===== src/rtl/pattern_generator.sv =====
// Serial pattern transmitter: shifts a latched PAT_W-bit word out MSB-first,
// repeat_n times with gap_len idle cycles between repetitions.
module pattern_generator #(
    parameter int   PAT_W    = 4,
    parameter int   CNT_W    = 16,
    parameter int   GAP_W    = 4,
    parameter logic IDLE_LVL = 1'b1
) (
    input  logic             clk,
    input  logic             srst_n,
    input  logic             start_i,
    input  logic             abort_i,
    input  logic [PAT_W-1:0] pattern_i,
    input  logic [CNT_W-1:0] repeat_n_i,
    input  logic [GAP_W-1:0] gap_len_i,
    output logic             dout_o,
    output logic             dout_valid_o,
    output logic             busy_o,
    output logic             done_o,
    output logic [CNT_W-1:0] sent_cnt_o
);

    localparam int               IDX_W   = $clog2(PAT_W);
    localparam logic [IDX_W-1:0] IDX_TOP = IDX_W'(PAT_W - 1);
    localparam logic [IDX_W-1:0] IDX_ONE = IDX_W'(1);
    localparam logic [CNT_W-1:0] CNT_ONE = CNT_W'(1);
    localparam logic [GAP_W-1:0] GAP_ONE = GAP_W'(1);

    typedef enum logic [1:0] {S_IDLE, S_SHIFT, S_GAP, S_DONE} state_t;

    state_t           state_q, state_d;
    logic [PAT_W-1:0] pat_q, pat_d;
    logic [CNT_W-1:0] rep_q, rep_d;
    logic [GAP_W-1:0] gap_q, gap_d;
    logic [GAP_W-1:0] gap_cnt_q, gap_cnt_d;
    logic [IDX_W-1:0] idx_q, idx_d;
    logic [CNT_W-1:0] sent_q, sent_d;
    logic             dout_q, dout_d;
    logic             dv_q, dv_d;
    logic             busy_q, busy_d;
    logic             done_q, done_d;

    always_ff @(posedge clk) begin
        if (!srst_n) begin
            state_q <= S_IDLE;
            sent_q  <= '0;
            dout_q  <= IDLE_LVL;
            dv_q    <= 1'b0;
            busy_q  <= 1'b0;
            done_q  <= 1'b0;
        end else begin
            state_q <= state_d;
            sent_q  <= sent_d;
            dout_q  <= dout_d;
            dv_q    <= dv_d;
            busy_q  <= busy_d;
            done_q  <= done_d;
        end
    end

    // Latched transfer parameters and counters are only meaningful once a start
    // has loaded them, so they carry no reset.
    always_ff @(posedge clk) begin
        pat_q     <= pat_d;
        rep_q     <= rep_d;
        gap_q     <= gap_d;
        gap_cnt_q <= gap_cnt_d;
        idx_q     <= idx_d;
    end

    always_comb begin
        state_d   = state_q;
        pat_d     = pat_q;
        rep_d     = rep_q;
        gap_d     = gap_q;
        gap_cnt_d = gap_cnt_q;
        idx_d     = idx_q;
        sent_d    = sent_q;

        case (state_q)
            S_IDLE: begin
                if (start_i) begin
                    pat_d   = pattern_i;
                    rep_d   = repeat_n_i;
                    gap_d   = gap_len_i;
                    sent_d  = '0;
                    idx_d   = IDX_TOP;
                    state_d = (repeat_n_i != '0) ? S_SHIFT : S_DONE;
                end
            end
            S_SHIFT: begin
                if (abort_i) begin
                    state_d = S_IDLE;
                end else if (idx_q == '0) begin
                    sent_d = sent_q + CNT_ONE;
                    if (sent_d == rep_q) begin
                        state_d = S_DONE;
                    end else if (gap_q == '0) begin
                        idx_d = IDX_TOP;
                    end else begin
                        state_d   = S_GAP;
                        gap_cnt_d = gap_q - GAP_ONE;
                    end
                end else begin
                    idx_d = idx_q - IDX_ONE;
                end
            end
            S_GAP: begin
                if (abort_i) begin
                    state_d = S_IDLE;
                end else if (gap_cnt_q == '0) begin
                    state_d = S_SHIFT;
                    idx_d   = IDX_TOP;
                end else begin
                    gap_cnt_d = gap_cnt_q - GAP_ONE;
                end
            end
            S_DONE:  state_d = S_IDLE;
            default: state_d = S_IDLE;
        endcase

        // Outputs are registered from the next state so they line up with it.
        dout_d = (state_d == S_SHIFT) ? pat_d[idx_d] : IDLE_LVL;
        dv_d   = (state_d == S_SHIFT);
        busy_d = (state_d == S_SHIFT) || (state_d == S_GAP);
        done_d = (state_d == S_DONE);
    end

    assign dout_o       = dout_q;
    assign dout_valid_o = dv_q;
    assign busy_o       = busy_q;
    assign done_o       = done_q;
    assign sent_cnt_o   = sent_q;

endmodule


===== config.mk =====
export PLATFORM = sky130hd
export DESIGN_NAME = pattern_generator
export DESIGN_NICKNAME = d
export VERILOG_FILES = /design/src/rtl/pattern_generator.sv
export SDC_FILE = /design/constraint.sdc
export NUM_CORES = 1
export LEC_CHECK = 0
export BUFFER_PORTS_ARGS = -buffer_cell sky130_fd_sc_hd__clkbuf_2
export CORE_UTILIZATION = 56
export CTS_CLUSTER_SIZE = 16
export DETAILED_ROUTE_END_ITERATION = 7
export PLACE_DENSITY = 0.79
export SLEW_MARGIN = 30
export SYNTH_ARGS = -nofsm -noshare
export SYNTH_HDL_FRONTEND = slang
export SYNTH_SLANG_ARGS = --single-unit

===== constraint.sdc =====
create_clock -name clk -period 3.7 [get_ports clk]
set_input_delay 0.37 -clock clk [delete_from_list [all_inputs] [get_ports clk]]
set_output_delay 0.37 -clock clk [all_outputs]
set_load 0.02 [all_outputs]

Yosys cells after proc, flatten, opt, wreduce, memory -nomap -nowiden
Cells that the tools add are included.
{ "word_totals": {"reg_bits": 52, "inputBits": 28, "output_inout_bits": 20} }
{ "op_classes": {"n_addsub": 4, "n_lt_le_gt_ge": 1, "n_eq_ne": 14, "n_mux": 32, "n_reduce_logical": 12} }
{ "op_table": {"columns": ["cell", "n"], "rows": [
  ["16-bit two-way mux", 3],
  ["4-bit two-way mux", 8],
  ["16-bit one-hot mux with 2 select lines", 1],
  ["2-bit two-way mux", 15],
  ["16-bit by 1-bit adder with 16-bit output (second input constant)", 1],
  ["16-bit equality test", 1],
  ["16-bit nonzero test", 1],
  ["2-bit inequality test (second input constant)", 7],
  ["2-bit equality test (second input constant)", 4],
  ["4-bit zero test", 2],
  ["2-bit one-hot mux with 4 select lines", 1],
  ["4-bit one-hot mux with 2 select lines", 1],
  ["4-bit by 1-bit subtractor with 4-bit output (second input constant)", 2],
  ["7-bit AND reduction", 1],
  ["2-bit one-hot mux with 3 select lines", 1],
  ["2-bit by 1-bit equality test with 1-bit output (second input constant)", 2],
  ["2-bit zero test", 2],
  ["2-bit AND reduction", 2],
  ["4-bit AND reduction", 1],
  ["2-bit nonzero test", 2],
  ["2-bit by 3-bit less-than comparator with 1-bit output (second input constant)", 1],
  ["1-bit binary-select mux with 2-bit select", 1],
  ["2-bit by 1-bit subtractor with 2-bit output (second input constant)", 1],
  ["1-bit logical OR", 1],
  ["1-bit two-way mux", 1]
]} }

Longest topological paths before layout
{ "logic_depth": {"depth_word": 8, "mapped_depth": 14, "ltp_nobuf": 13} }

Worst setup path after synthesis
OpenSTA, ideal clock, no wires.
{ "synth_timing": {"kind": "register to register", "startpoint": "reg sent_q[0], in the netlist sent_cnt_o[0]", "endpoint": "reg dout_q, in the netlist dout_o", "setup_time_ns": 0.121, "arrival_time_ns": 3.342, "path_slack_ns": 0.237, "path_stages_with_launch": 15, "n_path_buf": 1, "synth_period_minus_slack_ns": 3.463, "path_cell_list": "dfxtp_1 -> ha_1 -> buf_2 -> nand3_1 -> nor3_1 -> and2b_1 -> o41a_1 -> a2111o_1 -> nor4b_4 -> o31ai_4 -> ha_1 -> nand2_1 -> inv_1 -> and2_2 -> a21oi_1"} }
{ "synth_via": {"elab_chain_len": 8} }
{ "synth_lines": {"columns": ["item", "line_no", "rtl"], "rows": [
  ["from (decl)", "37", "logic [CNT_W-1:0] sent_q, sent_d;"],
  ["from (signal assigned)", "53", "sent_q <= sent_d;"],
  ["16-bit by 1-bit adder with 16-bit output", "95", "sent_d = sent_q + CNT_ONE;"],
  ["16-bit equality test", "96", "if (sent_d == rep_q) begin"],
  ["2-bit two-way mux", "96", null],
  ["2-bit two-way mux", "94", "end else if (idx_q == '0) begin"],
  ["2-bit two-way mux", "92", "if (abort_i) begin"],
  ["2-bit one-hot mux with 4 select lines", "80", "case (state_q)"],
  ["net state_d[0]", "31", "state_t state_q, state_d;"],
  ["2-bit by 1-bit equality test with 1-bit output", null, null],
  ["net dv_d", "39", "logic dv_q, dv_d;"],
  ["2-bit AND reduction (no source line)", null, null],
  ["to (signal assigned)", "54", "dout_q <= dout_d;"],
  ["to (decl)", "38", "logic dout_q, dout_d;"]
]} }
The timed path passes the listed nets, and every way through them passes these cells. The select of a mux whose other input is x is not followed.
A chain may end at the register's enable or synchronous reset.

Final worst setup path
{ "layout_timing": {"startpoint": "reg sent_q[6], in the netlist sent_cnt_o[6]", "endpoint": "reg dout_q, in the netlist dout_o"} }
The elaborated chain is that of the path after synthesis.

==> flow_summary_export.csv <==
group,metric,value,unit
outcome,status,"completed",
final_layout,nFillCells,397,
routing,firstDrtPassIters,5,
final_layout,layout_commonest_cell,"clkbuf_2",
clock_network,path_clk_slew,110,ps
floorplan,die_y,73.9,um
timing,setup_slack,184,ps
hold_path,min_path_type,"input port to flop",
placement,io_buffers,47,
worst_setup_path,cp.arrival,3720,ps
synth,yosys-mux-area-fraction,0.0411,
worst_setup_path,startpoint,"sent_cnt_o[6]",
timing,slew_violations,0,
timing,period_minus_slack,3520,ps
floorplan,die_area,0.00546,mm2
timing,setup_viol,0,
worst_setup_path,r2r-end,"dout_o",
global_routing,antenna_found_initial,0,
power,p_int,818,uW
routing,drtAntennaViolNets,0,
global_routing,grt_pass1_wl,10.8,mm
synth,netlist_area,0.00289,mm2
clock_network,cts_tree,"done",
floorplan,rows,25,
synth,synth_warnings,0,
routing,avgViaCountPerCell,5.97,
placement,pre_cts_slack,205,ps
final_layout,most-common-layout-cells,"47 x clkbuf_2, 29 x nand2_1, 27 x nor2_1, 27 x dfxtp_1, 24 x edfxtp_1",
synth,synth_cell_type_count,59,
clock_network,cts_buffer_depth,2,
final_layout,diodes,0,
power,seqPwrFrac,0.585,
clock_network,clockRootBuffer,"clkbuf_8",
final_layout,area_growth,12.4,%
floorplan,dieWidth,73.9,um
placement,routabilityCongestion,0.936,
timing,fin_tns_setup,0,ps
synth,synth_top_family_by_area,"simple AND/OR/NAND/NOR gates",
worst_setup_path,cp-start-kind,"flop",
power,switchingPower,292,uW
synth,async_reset_ff_frac,0,
placement,post_dp_cell_area,0.00316,mm2
synth,synth.area.top_cells,"edfxtp_1 25%, dfxtp_1 19%, xor2_1 3.9%",
timing,final-hold-violation-count,0,
global_routing,grt_pass1_vias,2217,
worst_setup_path,endpoint_kind,"flop",
final_layout,stdcell_count,417,
worst_setup_path,cp_data_required_time,3900,ps
global_routing,grt_max_degree,26,
timing,fin_crit_sh,0.950,
synth,synth_edf_count,24,
placement,dpl.hpwl,4.91,mm
timing,rsz0062_at_grt,"false",
synth,synth_fa_ha_area_frac,0.0173,
power,p_leak,0.00130,uW
floorplan,core_area,0.00485,mm2
global_routing,grt_overflow_total,0,
worst_setup_path,reg2reg_setup_slack,180,ps
routing,vias,2490,
timing,slew_headroom,0.579,
timing,worst_pin_slew,626,ps
placement,dp_cells,409,
timing,max_freq,284,MHz
worst_setup_path,worst-setup-path-type,"flop to flop",
synth,synth-simple-area-share,0.237,
final_layout,stdcell_area,0.00325,mm2
floorplan,start_util,0.597,
worst_setup_path,cp_max_fo,8,
timing,fin_worst_skew,12.6,ps
routing,drt_iter0_drc,255,
final_layout,layout-drive-gt1-share,0.251,
clock_network,cts_made_buffers,5,
floorplan,io_pins,48,
clock_network,hold_buffers,0,
clock_network,h-tree-depth,2,
power,swShare,0.263,
routing,wl_per_cell,16.1,um
clock_network,cts_sinks,52,
power,power.share.clock,0.306,
worst_setup_path,rr_worst_depth,12,
synth,yosysTopAreaCellShare,0.249,
synth,seq_area_frac_synth,0.443,
synth,synth_largest_area_cell,"edfxtp_1",
global_routing,grt_use_total,0.267,
flow_run,maxCapViolations,0,
worst_setup_path,crit-reg2reg-launch,"sent_cnt_o[6]",
synth,synth_top_flop_cell,"dfxtp_1",
synth,syn_avg_cell_area,9.67,um2
worst_setup_path,endpoint,"dout_o",
power,power_density,341,mW/mm2
final_layout,fin_nets,381,
clock_network,clk_latency,320,ps
synth,syn_inst,299,
synth,synth-seq-cells,52,
power,combPwrFrac,0.109,
synth,synth_fp_nets,331,
synth,synth-xor-area-share,0.0606,
power,vdd_drop_max,0.273,mV
routing,drt_wl_total,6.72,mm
synth,synth_compound_area_frac,0.136,
routing,drc,0,
-- how the worst min path moves through the flow --
stage / startpoint / to / slack (ps) / cells after the start
after floorplan: pat_q[3] / pat_q[3] / 440 / 2
after global placement: pat_q[1] / pat_q[1] / 460 / 1
after detailed placement: pat_q[0] / pat_q[0] / 470 / 1
after CTS: gap_len_i[3] / gap_q[3] / 230 / 1
after global routing: gap_len_i[1] / gap_q[1] / 220 / 1
final: gap_len_i[3] / gap_q[3] / 230 / 1
-- metal layers --
layer / part of all wire / routed length [um] / global-route usage
met5: 0 / 0 / 0
met4: 0.022 / 145 / 0.0876
met3: 0.076 / 508 / 0.0562
met2: 0.45 / 3010 / 0.408
met1: 0.45 / 3060 / 0.377
-- synth_stat cells, types with 4 or more instances --
library cell,count
nor2_1,27
nor3_1,13
nand2_1,29
a21oi_1,18
xnor2_1,7
xor2_1,13
nand4_1,4
o211ai_1,4
inv_1,11
o21ai_0,15
nand3_1,12
clkbuf_8,4
ha_1,4
nor4_1,11
dfxtp_1,28
edfxtp_1,24
mux2i_1,7
clkbuf_1,6
nor2b_1,5
-- critical path, stage by stage (launching register included) --
cell	delay, ps
dfxtp_1	530
nand4_4	180
or4_4	580
o2bb2ai_1	140
or4_1	530
a2111o_1	520
nor4b_4	190
o31ai_4	220
ha_1	180
nand2_1	70
inv_1	60
and2_2	130
a21oi_1	60
-- registers in the layout (all words and copies together), names as in the netlist --
signal	count
busy_o	1
done_o	1
dout_o	1
dout_valid_o	1
gap_cnt_q	4
gap_q	4
idx_q	2
pat_q	4
rep_q	16
sent_cnt_o	16
state_q	2
-- cell families after synthesis --
logic type	Yosys count
multiplexers	11
adder cells (fa/ha/maj)	4
buffers and inverters	28
XOR/XNOR	20
flip-flops	52
AND/OR/NAND/NOR	126
AO/OA/AOI/OAI	58
-- layout make-up --
type / instances / area [um2] / share of cell area
clock buffers: 5 / 68.8 / 0.0212
clock inverters: 3 / 22.5 / 0.00693
inverters: 12 / 45.0 / 0.0139
multi-input cells: 219 / 1420 / 0.438
flip-flops and latches: 52 / 1280 / 0.394
well taps: 67 / 83.8 / 0.0258
repair buffers: 59 / 325 / 0.100
-- power groups by stage --
stage	logic [uW]	registers, uW	clock network [uW]
floorplan	78.6	657	0
global placement	115	662	0
detailed placement	120	662	0
CTS	121	649	339
global route	133	652	365
finish	121	650	340
-- through the flow --
step                utilization  total power [uW]  hold WS, ps
floorplan                     -               736          443
global placement          0.652               777          458
CTS                       0.670              1110          230
detailed placement        0.652               782          472
global route              0.671              1150          224
finish                    0.671              1110          232
-- timing repair --
item,in CTS,in global routing
endpoints found under the setup margin,0,1
gates resized for setup,0,1
buffers inserted,0,0
Power figures use the tool's default switching activity.
